$ cat src/rtl/alu_execute.sv
// Execute-stage ALU: single-cycle arithmetic/logic/shift ops plus a 32-cycle
// iterative signed multiplier that stalls the pipeline through busy.
module alu_execute (
  input  logic        clk,
  input  logic        reset,
  input  logic        valid_in,
  input  logic [2:0]  AluControl,
  input  logic [31:0] SrcA,
  input  logic [31:0] SrcB,
  input  logic [4:0]  shamt,
  input  logic        flush,
  output logic [31:0] AluResult,
  output logic        Zero,
  output logic        valid_out,
  output logic        busy,
  output logic [31:0] HI,
  output logic [31:0] LO
);

  typedef enum logic [1:0] {IDLE, MULT, DONE} state_t;

  localparam logic [2:0] OP_AND  = 3'b000;
  localparam logic [2:0] OP_OR   = 3'b001;
  localparam logic [2:0] OP_ADD  = 3'b010;
  localparam logic [2:0] OP_SLL  = 3'b011;
  localparam logic [2:0] OP_MULT = 3'b100;
  localparam logic [2:0] OP_SRL  = 3'b101;
  localparam logic [2:0] OP_SUB  = 3'b110;
  localparam logic [2:0] OP_SLT  = 3'b111;

  state_t      state_q, state_d;
  logic [4:0]  cnt_q, cnt_d;
  logic [63:0] ma_q, ma_d;
  logic [31:0] mb_q, mb_d;
  logic [63:0] acc_q, acc_d;
  logic        neg_q, neg_d;
  logic [31:0] result_q, result_d;
  logic        zero_q, zero_d;
  logic        valid_q, valid_d;
  logic [31:0] hi_q, hi_d;
  logic [31:0] lo_q, lo_d;

  logic [31:0] alu_res;
  logic [31:0] a_mag;
  logic [31:0] b_mag;
  logic [63:0] acc_sum;
  logic [63:0] prod;

  always_comb begin
    alu_res = 32'd0;
    case (AluControl)
      OP_ADD:  alu_res = SrcA + SrcB;
      OP_SUB:  alu_res = SrcA - SrcB;
      OP_AND:  alu_res = SrcA & SrcB;
      OP_OR:   alu_res = SrcA | SrcB;
      OP_SLT:  alu_res = ($signed(SrcA) < $signed(SrcB)) ? 32'd1 : 32'd0;
      OP_SLL:  alu_res = SrcB << shamt;
      OP_SRL:  alu_res = SrcB >> shamt;
      default: alu_res = 32'd0;
    endcase
  end

  // The multiplier works on magnitudes; the sign is restored once at the end.
  assign a_mag = SrcA[31] ? (~SrcA + 32'd1) : SrcA;
  assign b_mag = SrcB[31] ? (~SrcB + 32'd1) : SrcB;

  always_comb begin
    state_d  = state_q;
    cnt_d    = cnt_q;
    ma_d     = ma_q;
    mb_d     = mb_q;
    acc_d    = acc_q;
    neg_d    = neg_q;
    result_d = result_q;
    zero_d   = zero_q;
    valid_d  = 1'b0;
    hi_d     = hi_q;
    lo_d     = lo_q;
    acc_sum  = acc_q + (mb_q[0] ? ma_q : 64'd0);
    prod     = neg_q ? (~acc_sum + 64'd1) : acc_sum;

    case (state_q)
      IDLE: begin
        if (valid_in && !flush) begin
          if (AluControl == OP_MULT) begin
            ma_d    = {32'd0, a_mag};
            mb_d    = b_mag;
            acc_d   = 64'd0;
            cnt_d   = 5'd0;
            neg_d   = SrcA[31] ^ SrcB[31];
            state_d = MULT;
          end else begin
            result_d = alu_res;
            zero_d   = (alu_res == 32'd0);
            valid_d  = 1'b1;
          end
        end
      end
      MULT: begin
        if (flush) begin
          state_d = IDLE;
        end else begin
          acc_d = acc_sum;
          ma_d  = ma_q << 1;
          mb_d  = mb_q >> 1;
          cnt_d = cnt_q + 5'd1;
          // Last iteration: publish the signed product so DONE shows it.
          if (cnt_q == 5'd31) begin
            hi_d     = prod[63:32];
            lo_d     = prod[31:0];
            result_d = prod[31:0];
            zero_d   = (prod[31:0] == 32'd0);
            valid_d  = 1'b1;
            state_d  = DONE;
          end
        end
      end
      DONE:    state_d = IDLE;
      default: state_d = IDLE;
    endcase
  end

  always_ff @(posedge clk) begin
    if (reset) begin
      state_q  <= IDLE;
      cnt_q    <= 5'd0;
      ma_q     <= 64'd0;
      mb_q     <= 32'd0;
      acc_q    <= 64'd0;
      neg_q    <= 1'b0;
      result_q <= 32'd0;
      zero_q   <= 1'b1;
      valid_q  <= 1'b0;
      hi_q     <= 32'd0;
      lo_q     <= 32'd0;
    end else begin
      state_q  <= state_d;
      cnt_q    <= cnt_d;
      ma_q     <= ma_d;
      mb_q     <= mb_d;
      acc_q    <= acc_d;
      neg_q    <= neg_d;
      result_q <= result_d;
      zero_q   <= zero_d;
      valid_q  <= valid_d;
      hi_q     <= hi_d;
      lo_q     <= lo_d;
    end
  end

  assign AluResult = result_q;
  assign Zero      = zero_q;
  assign valid_out = valid_q;
  assign busy      = (state_q == MULT);
  assign HI        = hi_q;
  assign LO        = lo_q;

endmodule

$ cat config.mk
export PLATFORM = sky130hd
export DESIGN_NAME = alu_execute
export DESIGN_NICKNAME = d
export VERILOG_FILES = /design/src/rtl/alu_execute.sv
export SDC_FILE = /design/constraint.sdc
export NUM_CORES = 1
export LEC_CHECK = 0
export ABC_AREA = 1
export CORE_MARGIN = 5
export CORE_UTILIZATION = 35
export DETAILED_ROUTE_END_ITERATION = 7
export PLACE_DENSITY = 0.49
export SKIP_CTS_REPAIR_TIMING = 1
export SLEW_MARGIN = 20
export SYNTH_ARGS = -nofsm -noshare
export SYNTH_HDL_FRONTEND = slang
export SYNTH_SLANG_ARGS = --single-unit
$ cat constraint.sdc
create_clock -name clk -period 4.9 [get_ports clk]
set_input_delay 0.98 -clock clk [delete_from_list [all_inputs] [get_ports clk]]
set_output_delay 0.98 -clock clk [all_outputs]
set_load 0.01 [all_outputs]
==> results.md, run 1 <==
- Ports: between 150 and 200
- Top post-synthesis cells by area: nand2_1, dfxtp_1, o21ai_0, a21oi_1, inv_1
- # rows: 104
- WL final: 153,000 um
- Die area: 87,500 um2
- Pre-Repair DR Iteration Count: 6
- # DRC: 0
- Combinational power share: a little over a quarter
- Final Util: 41.6%
- Via-to-Cell Ratio: 5.47
- CTS Buffer Depth: 3
- Worst path required time: ~5400 ps
- Post-Synthesis Cell Area: 28,600 um2
- Initial antenna violation count: 3
- Max Cap Violations: 0
- Clk pwr share: 40.5%
- Routed Antenna Nets: 0
- Clock sink count: between 200 and 300
- Master of the slowest instance on the critical path: nor4_1
- Final Hold Fails: 0
- Crit path launch type: flop
- Gate count of the mapped netlist: roughly 5,100
- Routed len/inst: 23.9 um
- Most frequent cells in the layout: nand2_1, inv_1, nor2_1
- Sw Share: approximately 36%
- Critical path class: flop to flop
- Chip Height: about 300 um
- DRT iter0 DRCs: 3,175
- Mean post-synth cell area: around 5.6 um2
- CP max FO: 45
- H-tree levels: 2
- Num CTS Buffers: 36
- Status: finished, final reports clean
- Nets: 5,560
- Worst-margin pin slew: 1020 ps
- Total grt overflow: 0
- Synth warn: 0
- Port bufs: 174
- Die X: 296 um
- Tmin final: 4450 ps
- Most common cell after layout, fill and taps aside: nand2_1
- Crit-path max cell delay: 750 ps
- CTS clk-pin slew, worst paths: 60 ps
- Filler instances: 9,210
- Final Cycle Share: 90.9%
- Post-DP HPWL: 127,000 um
- Synth cell types: 56
- Fin Setup TNS: 0 ps
- Worst hold path class: flop to flop
- Peak supply drop: just over 0.0002 V
- Worst Setup End Kind: flop
- Power Density: between 200 and 250 nW/um2
- Register bit total from synthesis: approximately 270
- Overall fraction of global-route tracks in use: 33.5%
- Max_slew headroom: 32.3%
- Part of the power in registers: around a third
- Pleak: between 15 and 20 nW
- Multi-input logic area: 20,100 um2
- Register area: 5330 um2
- CTS tree: yes
- Reg2Reg Depth: 26
- Crit path arrival time: 4930 ps
- Unrepaired setup endpoints after global routing: false
- Largest net degree at the start of global routing: 117
- Tot Pwr: a little under 0.007 W
- Area fraction of the dominant cell type after synthesis: between 10% and 20%
- Gpl congestion: 1.05
- Sw Pwr: 0.00247 W
- Fraction of layout cells with a size suffix above 1: 7.30%
- Number of global-route vias before repair: 33,300
- Layout Skew: roughly 45 ps
- Area delta synth->final: 17.6%
- Clock Latency Late Sink: 580 ps
- Core area: 80,800 um2
- Final Slew Violations: 0
- Initial core utilization: about 35%
- Yosys top cell by area: nand2_1
- WHS: 466 ps
- Vias post-DR: 35,100
- Synthesized net count: 5,365
- Cell mode on critical path: nand2_1
- Register area share after synthesis: 18.6%
- Setup violators final: 0
- First-pass GRT wire length: 220,000 um
- P_int: about 0.0044 W
- Peak Freq: 224 MHz
- Hold Path Depth: 2
- Clock Tree Root: clkbuf_16
==> worst max-delay path, delay by kind of cell (launching register included) <==
| family | cells | cell delay (ps) |
|---|---|---|
| simple gates | 19 | 2910 |
| buf+inv | 6 | 790 |
| fa+ha+maj | 1 | 320 |
| flops | 1 | 350 |
==> final timing paths <==
| kind | startpoint | to | slack, ps |
|---|---|---|---|
| setup / recovery | mb_q[0] | HI[31] | 450 |
| hold / removal | AluResult[3] | AluResult[3] | 470 |
| setup reg to reg | mb_q[0] | HI[31] | 450 |
| hold reg to reg | AluResult[3] | AluResult[3] | 470 |
==> flip-flops by register name, summed over array words and instances, names as in the netlist <==
name       cells
AluResult     32
HI            32
LO            32
Zero           1
acc_q         64
cnt_q          5
ma_q          64
mb_q          32
neg_q          1
state_q        2
valid_out      1
==> routing by layer <==
metal / vias up / GRT usage, % / routed length [um]
met5: - / 0 / 0
met4: 0 / 18.5 / 10500
met3: 305 / 3.38 / 7950
met2: 1251 / 55.6 / 69200
met1: 16400 / 42.8 / 65200
li1: 17100 / - / -
==> stage by stage <==
stage | setup slack, ps | instances | cell area, um2
2_1_floorplan | 1220 | 5122 | 28600
6_report | 445 | 6407 | 33600
4_1_cts | 535 | 6405 | 33600
3_5_place_dp | 104 | 6339 | 32400
5_1_grt | 76.5 | 6405 | 33600
3_3_place_gp | 78.6 | 6339 | 32400
==> power by group through the flow <==
stage	clock [W]	sequential (W)	combinational, W
after floorplan	0	0.00227	0.000958
after global placement	0	0.00228	0.00183
after detailed placement	0	0.00228	0.00181
after CTS	0.00285	0.00223	0.00182
after global routing	0.00293	0.00223	0.00198
final	0.00278	0.00223	0.00185
==> cell type report <==
type	count	share of cell area, %
Multi-Input combinational cell	4017	59.8
Sequential cell	266	15.8
Timing Repair Buffer	370	9.79
Inverter	626	7.01
Tap cell	1060	3.95
Clock buffer	53	3.14
Clock inverter	13	0.409
Antenna cell	2	0.0149
==> kinds of logic after synthesis <==
logic type | count (synthesis) | synth area share [%]
compound gates | 1162 | 22.0
xor+xnor | 55 | 1.71
fa+ha+maj | 167 | 7.39
buf+inv | 839 | 11.1
flops | 266 | 18.6
mux | 20 | 0.700
simple gates | 2613 | 38.5
==> cells in the mapped netlist (all sizes together) <==
cell type	n
xor2	51
a31oi	13
clkinv	9
nand3b	21
nand2	1531
a221oi	1
xnor2	4
o21ai	499
clkbuf	172
buf	41
nor2	544
and3	1
mux2i	20
fa	3
nor3	61
a21boi	2
a21oi	481
o41ai	1
o31ai	2
and2	2
o221ai	5
o211a	1
or2	15
ha	164
a21o	11
inv	617
o21bai	22
o22ai	10
a22oi	2
o21a	24
nor3b	4
o211ai	69
nand4	61
a211oi	15
nor4	12
nand3	361
dfxtp	266
o2111ai	4
Power figures use the tool's default switching activity.
==> run 2, diff against run 1 <==
--- a/config.mk
+++ b/config.mk
@@ -15,3 +15,4 @@
 export SYNTH_ARGS = -nofsm -noshare
 export SYNTH_HDL_FRONTEND = slang
 export SYNTH_SLANG_ARGS = --single-unit
+export TNS_END_PERCENT = 20
==> results of run 2 <==
Same layout as run 1: the final DEF is identical, and so are final timing and power.
